### src/rtl/pc_sequencer.sv
`default_nettype none
// ============================================================================
// Module   : pc_sequencer
// Purpose  : Program counter with stall, branch/jump select, post-reset hold,
//            alignment fix-up and wrap to RESET_VECTOR past ADDR_LIMIT.
//            Optional return-address stack enabled by macro PC_RAS_EN.
// Revision : 1.0 - initial release
// ============================================================================
module pc_sequencer #(
  parameter int               WIDTH        = 32,
  parameter logic [WIDTH-1:0] RESET_VECTOR = '0,
  parameter logic [WIDTH-1:0] ADDR_LIMIT   = WIDTH'(260),
  parameter int               HOLD_CYCLES  = 1,
  parameter int               RAS_DEPTH    = 4
) (
  input  logic             Clk,
  input  logic             Reset,
  input  logic             Stall,
  input  logic             Branch,
  input  logic [WIDTH-1:0] BranchTarget,
  input  logic             Jump,
  input  logic [WIDTH-1:0] JumpTarget,
  input  logic             Call,
  input  logic             Return,
  output logic [WIDTH-1:0] PC,
  output logic [WIDTH-1:0] PCPlus4,
  output logic             PCValid,
  output logic             Wrapped,
  output logic             AlignErr,
  output logic             RasEmpty
);

  typedef enum logic [0:0] {
    ST_HOLD = 1'b0,
    ST_RUN  = 1'b1
  } state_t;

  localparam logic [3:0] C_HOLD      = 4'(HOLD_CYCLES);
  localparam state_t     C_RST_STATE = (HOLD_CYCLES > 0) ? ST_HOLD : ST_RUN;
  localparam logic       C_RST_VALID = (HOLD_CYCLES == 0);

  state_t           r_state, w_state_nxt;
  logic [3:0]       r_hold_cnt, w_hold_cnt_nxt;
  logic [WIDTH-1:0] r_pc, w_pc_nxt;
  logic             r_pcvalid, w_pcvalid_nxt;
  logic             r_wrapped, w_wrapped_nxt;
  logic             r_alignerr, w_alignerr_nxt;

  logic [WIDTH-1:0] w_pcplus4;
  logic [WIDTH-1:0] w_target;
  logic [WIDTH-1:0] w_target_al;
  logic             w_run_go;
  logic             w_ras_pop;
  logic [WIDTH-1:0] w_ras_top;

  assign w_pcplus4 = r_pc + WIDTH'(4);
  assign w_run_go  = (r_state == ST_RUN) && !Stall;

`ifdef PC_RAS_EN
  localparam int PTR_W = (RAS_DEPTH > 1) ? $clog2(RAS_DEPTH) : 1;
  localparam int CNT_W = $clog2(RAS_DEPTH + 1);

  logic [WIDTH-1:0] r_ras [RAS_DEPTH];
  logic [PTR_W-1:0] r_wp, w_wp_inc, w_wp_dec;
  logic [CNT_W-1:0] r_ras_cnt, w_ras_cnt_nxt;
  logic             w_ras_push;
  logic             r_rasempty;

  // r_wp is the next free slot; the top of stack sits just below it.
  assign w_wp_inc   = (r_wp == PTR_W'(RAS_DEPTH - 1)) ? '0 : r_wp + PTR_W'(1);
  assign w_wp_dec   = (r_wp == '0) ? PTR_W'(RAS_DEPTH - 1) : r_wp - PTR_W'(1);
  assign w_ras_top  = r_ras[w_wp_dec];
  assign w_ras_pop  = w_run_go && Return && (r_ras_cnt != '0);
  assign w_ras_push = w_run_go && Jump && Call;

  always_comb begin
    w_ras_cnt_nxt = r_ras_cnt;
    if (w_ras_push && !w_ras_pop && (r_ras_cnt != CNT_W'(RAS_DEPTH)))
      w_ras_cnt_nxt = r_ras_cnt + CNT_W'(1);
    else if (w_ras_pop && !w_ras_push)
      w_ras_cnt_nxt = r_ras_cnt - CNT_W'(1);
  end

  always_ff @(posedge Clk) begin
    if (Reset) begin
      r_wp       <= '0;
      r_ras_cnt  <= '0;
      r_rasempty <= 1'b1;
    end else begin
      r_ras_cnt  <= w_ras_cnt_nxt;
      r_rasempty <= (w_ras_cnt_nxt == '0);
      if (w_ras_push && !w_ras_pop)
        r_wp <= w_wp_inc;
      else if (w_ras_pop && !w_ras_push)
        r_wp <= w_wp_dec;
    end
  end

  // Pop-then-push in one cycle replaces the popped entry in place.
  always_ff @(posedge Clk) begin
    if (!Reset && w_ras_push) begin
      if (w_ras_pop)
        r_ras[w_wp_dec] <= w_pcplus4;
      else
        r_ras[r_wp] <= w_pcplus4;
    end
  end

  assign RasEmpty = r_rasempty;
`else
  logic w_unused_ras;
  assign w_unused_ras = Call ^ Return;
  assign w_ras_pop    = 1'b0;
  assign w_ras_top    = '0;
  assign RasEmpty     = 1'b1;
`endif

  always_ff @(posedge Clk) begin
    if (Reset) begin
      r_state    <= C_RST_STATE;
      r_hold_cnt <= C_HOLD;
      r_pc       <= RESET_VECTOR;
      r_pcvalid  <= C_RST_VALID;
      r_wrapped  <= 1'b0;
      r_alignerr <= 1'b0;
    end else begin
      r_state    <= w_state_nxt;
      r_hold_cnt <= w_hold_cnt_nxt;
      r_pc       <= w_pc_nxt;
      r_pcvalid  <= w_pcvalid_nxt;
      r_wrapped  <= w_wrapped_nxt;
      r_alignerr <= w_alignerr_nxt;
    end
  end

  always_comb begin
    w_state_nxt    = r_state;
    w_hold_cnt_nxt = r_hold_cnt;
    w_pc_nxt       = r_pc;
    w_pcvalid_nxt  = r_pcvalid;
    w_wrapped_nxt  = 1'b0;
    w_alignerr_nxt = r_alignerr;
    w_target       = w_pcplus4;
    w_target_al    = w_pcplus4;
    case (r_state)
      ST_HOLD: begin
        if (r_hold_cnt <= 4'd1) begin
          w_hold_cnt_nxt = 4'd0;
          w_state_nxt    = ST_RUN;
          w_pcvalid_nxt  = 1'b1;
        end else begin
          w_hold_cnt_nxt = r_hold_cnt - 4'd1;
        end
      end
      ST_RUN: begin
        if (!Stall) begin
          if (w_ras_pop)
            w_target = w_ras_top;
          else if (Jump)
            w_target = JumpTarget;
          else if (Branch)
            w_target = BranchTarget;
          w_target_al = {w_target[WIDTH-1:2], 2'b00};
          if (w_target[1:0] != 2'b00)
            w_alignerr_nxt = 1'b1;
          if (w_target_al > ADDR_LIMIT) begin
            w_pc_nxt      = RESET_VECTOR;
            w_wrapped_nxt = 1'b1;
          end else begin
            w_pc_nxt = w_target_al;
          end
        end
      end
      default: begin
        w_state_nxt = ST_HOLD;
      end
    endcase
  end

  assign PC       = r_pc;
  assign PCPlus4  = w_pcplus4;
  assign PCValid  = r_pcvalid;
  assign Wrapped  = r_wrapped;
  assign AlignErr = r_alignerr;

endmodule
`default_nettype wire

### config.mk
export PLATFORM = sky130hd
export DESIGN_NAME = pc_sequencer
export DESIGN_NICKNAME = d
export VERILOG_FILES = /design/src/rtl/pc_sequencer.sv
export SDC_FILE = /design/constraint.sdc
export NUM_CORES = 1
export LEC_CHECK = 0
export ABC_CLOCK_PERIOD_IN_PS = 7880
export BUFFER_PORTS_ARGS = -buffer_cell sky130_fd_sc_hd__buf_4
export CORE_ASPECT_RATIO = 1.5
export CORE_MARGIN = 4
export CORE_UTILIZATION = 49
export DETAILED_ROUTE_END_ITERATION = 12
export PLACE_DENSITY = 0.95
export SLEW_MARGIN = 20
export SYNTH_ARGS = -nofsm -noshare
export SYNTH_HDL_FRONTEND = slang
export SYNTH_SLANG_ARGS = --single-unit
### constraint.sdc
create_clock -name Clk -period 7.88 [get_ports Clk]
set_input_delay 1.182 -clock Clk [delete_from_list [all_inputs] [get_ports Clk]]
set_output_delay 1.182 -clock Clk [all_outputs]
set_load 0.005 [all_outputs]
=== Yosys cells after proc, flatten, opt, wreduce, memory -nomap -nowiden ===
Index checks and enable logic that the tools add are counted.
Widths: inputs -> output; s select.

* Flip-flop bits (word level): 40
* Bits in latches: 0
* Bits in writable memories: 0
* Memory bits (read-only): 0
* Bits of input ports: 71
* Word-level logic and storage cells: 26
* Memories: 0

* $add $sub $neg: 2
* Multiply operators: 0
* Divide/modulo/power cells: 0
* $lt $le $gt $ge: 2
* Equal/unequal tests: 0
* Shift operators: 0
* Multiplexer cells: 9
* Bitwise operators: 2
* Reduce and logical (&&, ||, !) cells: 5

{| class="wikitable"
|+ Operator list
! kind !! number
|-
| $mux 32 || 5
|-
| $add 32x3->32 const B || 1
|-
| $gt 32x9->1 const B || 1
|-
| $le 4x1->1 const B || 1
|-
| $mux 4 || 1
|-
| $reduce_and 2->1 || 2
|-
| $sub 4x1->4 const B || 1
|-
| $mux 1 || 3
|-
| $reduce_and 3->1 || 1
|-
| $reduce_or 3->1 || 1
|-
| $not 1->1 || 2
|-
| $reduce_bool 2->1 || 1
|}

=== Depth between registers and ports, before layout ===
* Depth in word-level cells: 7
* Mapped depth: 10
* Mapped depth without buffers: 9

=== Least setup slack after synthesis ===
OpenSTA, ideal clock, no wires.

* Path kind: register to output
* Start point: register r_pc[2] (netlist: PC[2])
* End point: output port PCPlus4[30]
* Arrival: 1.928 ns
* Required time: 6.698 ns
* Setup slack: 4.770 ns
* Stages on the path, launching flop included: 7
* Buffers on the path: 1
* Cell sequence: dfxtp_1 -> ha_1 -> nand4_1 -> or4_1 -> buf_2 -> nor4_1 -> xor2_1

* Word-level cells in the longest chain between the ends: 1

{| class="wikitable"
|+ RTL lines
! item !! line !! RTL
|-
| start: declaration || 44 || <nowiki>logic [WIDTH-1:0] r_pc, w_pc_nxt;</nowiki>
|-
| start signal: assignment || 129 || <nowiki>r_pc <= w_pc_nxt;</nowiki>
|-
| $add 32x3->32 || 56 || <nowiki>assign w_pcplus4 = r_pc + WIDTH'(4);</nowiki>
|-
| end: declaration || 26 || <nowiki>output logic [WIDTH-1:0] PCPlus4,</nowiki>
|}

Every way passes these cells.

=== Worst setup path in the final report ===
Ends and elaborated chain as after synthesis.

==> impl_metrics.json <==
{
  "run_status": "finished, final reports clean",
  "clk_pin_slew_worst_paths_ps": 80,
  "wl_met1_mm": 2.91,
  "reg2reg_slack_ps": 4410,
  "leakage_nw": 1.65,
  "power.density_mw_per_mm2": 121,
  "postSynthRegisterBits": 38,
  "hold_depth": 2,
  "setup_viol": 0,
  "dr.first_iter.drc_count": 137,
  "clock-sinks": 38,
  "path_class": "reg2out",
  "peakVddDrop_mv": 0.121,
  "finalCritPeriodShare": 0.502,
  "swShare": 0.274,
  "die_area_mm2": 0.00641,
  "cts_hold_buf": 0,
  "async_flop_share": 0,
  "cts_setup_buffers": 0,
  "cts_root_buf": "clkbuf_8",
  "place.port_buffers": 131,
  "gp_congestion": 0.892,
  "rows": 31,
  "min-delay-start": "AlignErr$_SDFFE_PP0P_",
  "regToRegStartpoint": "PC[2]$_SDFFE_PP0P_",
  "syn_area_mm2": 0.00254,
  "firstDrtPassIters": 4,
  "hpwl_mm": 6.52,
  "arrival_ps": 2770,
  "clock_latency_ps": 300,
  "wire_per_inst_um": 17.1,
  "pin_count": 139,
  "crit_path_end_kind": "output port",
  "ys_types": 58,
  "antenna_found_initial": 0,
  "grt_pass1_wl_mm": 12.9,
  "top_layer": "met4",
  "die_h_um": 96.1,
  "final_cell_mix": "buf_4, dfxtp_1, and2_1",
  "tns_ps": 0,
  "hold_slack_ps": 467,
  "vias_per_cell": 5.82,
  "grt_overflow": 0,
  "p_clk_frac": 0.322,
  "postRouteAntennaNets": 0,
  "grt_pass1_vias": 2779,
  "cts_buffers": 5,
  "rr_worst_depth": 9,
  "met2_length_mm": 4.44,
  "clock_path_buffers": 2,
  "hold_viol_final": 0,
  "vias": 2920,
  "crit_required_ps": 6700,
  "slew-limit-headroom": 0.490,
  "ys_seq_area_frac": 0.300,
  "start_util": 0.515,
  "syn_inst": 313,
  "met3WireLength_um": 902,
  "path_max_fanout": 10,
  "cts_resized": 0,
  "drc": 0,
  "drt_wl_total_mm": 8.57,
  "synth_warnings": 0,
  "num_antenna_cells": 0,
  "p_switching_uw": 120,
  "fin_crit_ps": 3950,
  "grt_max_degree": 24,
  "comb_power_share": 0.204,
  "rsz0062_at_grt": "no",
  "r2r-end": "PC[4]$_SDFFE_PP0P_",
  "avgSynthCellArea_um2": 8.10,
  "area_growth_pct": 42.1,
  "grtUsageTotal": 0.261,
  "report.final.slew_viol_count": 0,
  "synth_ff_type": "dfxtp_1",
  "cts_tree": "done",
  "ctsHtreeMaxLevel": 2,
  "tightest_slew_ps": 765,
  "layout-drive-gt1-share": 0.362,
  "worstSetupStartpointType": "register",
  "drv_cap": 0,
  "skew_ps": 8.72,
  "synth_edf_count": 0,
  "hold_class": "reg2reg",
  "core_mm2": 0.00493,
  "mostFrequentLayoutCell": "buf_4",
  "finalNetCount": 509,
  "p_int_uw": 318,
  "fp.dieW_um": 66.7,
  "min_to": "AlignErr$_SDFFE_PP0P_",
  "fmax_mhz": 253,
  "seq_power_share": 0.474
}
## critical path, cell delays in order (launching register included)
cell and delay [ps]:
dfxtp_1 470, ha_1 280, nand4_1 240, or4_1 680, nor4_1 360, xor2_1 270, buf_4 160
## Yosys cell counts, drive strengths merged, types with 9 or more instances
cell     n  share of area
nand3   14          0.033
xnor2   13          0.045
and2    22          0.054
nor4    12          0.032
buf     11          0.029
nor2    18          0.027
dfxtp   38           0.30
xor2    13          0.045
nor3    20          0.039
o21a    11          0.033
o21ai   16          0.037
nand4    9          0.025
inv     12          0.018
nand2   18          0.027
clkbuf   9          0.014
## final cells by class
type / count / area, µm²
repair buffers: 132 / 991
clock buffers: 7 / 86.3
well taps: 66 / 82.6
multi-input cells: 246 / 1630
fillers: 395 / 1320
clock inverters: 1 / 5.00
flip-flops and latches: 38 / 761
inverters: 12 / 45.0
## per-stage QoR
stage               std cells  power, mW   util  area, µm²  setup slack (ps)
floorplan                 316      0.258      -       2550              4770
global placement          494      0.295  0.713       3510              4260
detailed placement        494      0.300  0.713       3510              4230
CTS                       502      0.438  0.732       3600              3940
global route              502      0.453  0.732       3600              3790
finish                    502      0.438  0.732       3600              3930
## state kept, by name, summed over array words and instances (netlist names)
register    count
AlignErr        1
PC             30
PCValid         1
Wrapped         1
r_hold_cnt      4
r_state         1
## logic make-up after synthesis
group | count (synthesis) | synth area share
simple gates | 139 | 0.311
buf+inv | 32 | 0.0602
compound gates | 65 | 0.188
xor+xnor | 26 | 0.0898
fa+ha+maj | 3 | 0.0148
flops | 38 | 0.300
mux | 8 | 0.0331
other cells | 2 | 0.00296
## how the worst max path moves through the flow
stage,from,endpoint,slack (ps)
after CTS,PC[2]$_SDFFE_PP0P_,PCPlus4[30],3940
after floorplan,PC[2]$_SDFFE_PP0P_,PCPlus4[30],4770
final,PC[2]$_SDFFE_PP0P_,PCPlus4[30],3930
after global routing,PC[2]$_SDFFE_PP0P_,PCPlus4[30],3790
after global placement,Branch,PC[2]$_SDFFE_PP0P_,4260
after detailed placement,Branch,PC[4]$_SDFFE_PP0P_,4230
## power by group through the flow
stage                     logic [mW]  registers (mW)  clock network (mW)
after floorplan               0.0478           0.210                   0
after global placement        0.0845           0.211                   0
after detailed placement      0.0883           0.211                   0
after CTS                     0.0891           0.207               0.141
after global routing          0.0987           0.208               0.146
final                         0.0893           0.207               0.141
## routing by layer
metal,vias up,track usage
met2,164,0.483
met4,0,0.153
met3,26,0.0526
li1,1370,-
met1,1360,0.264
met5,-,0
(Power assumes the default switching activity.)
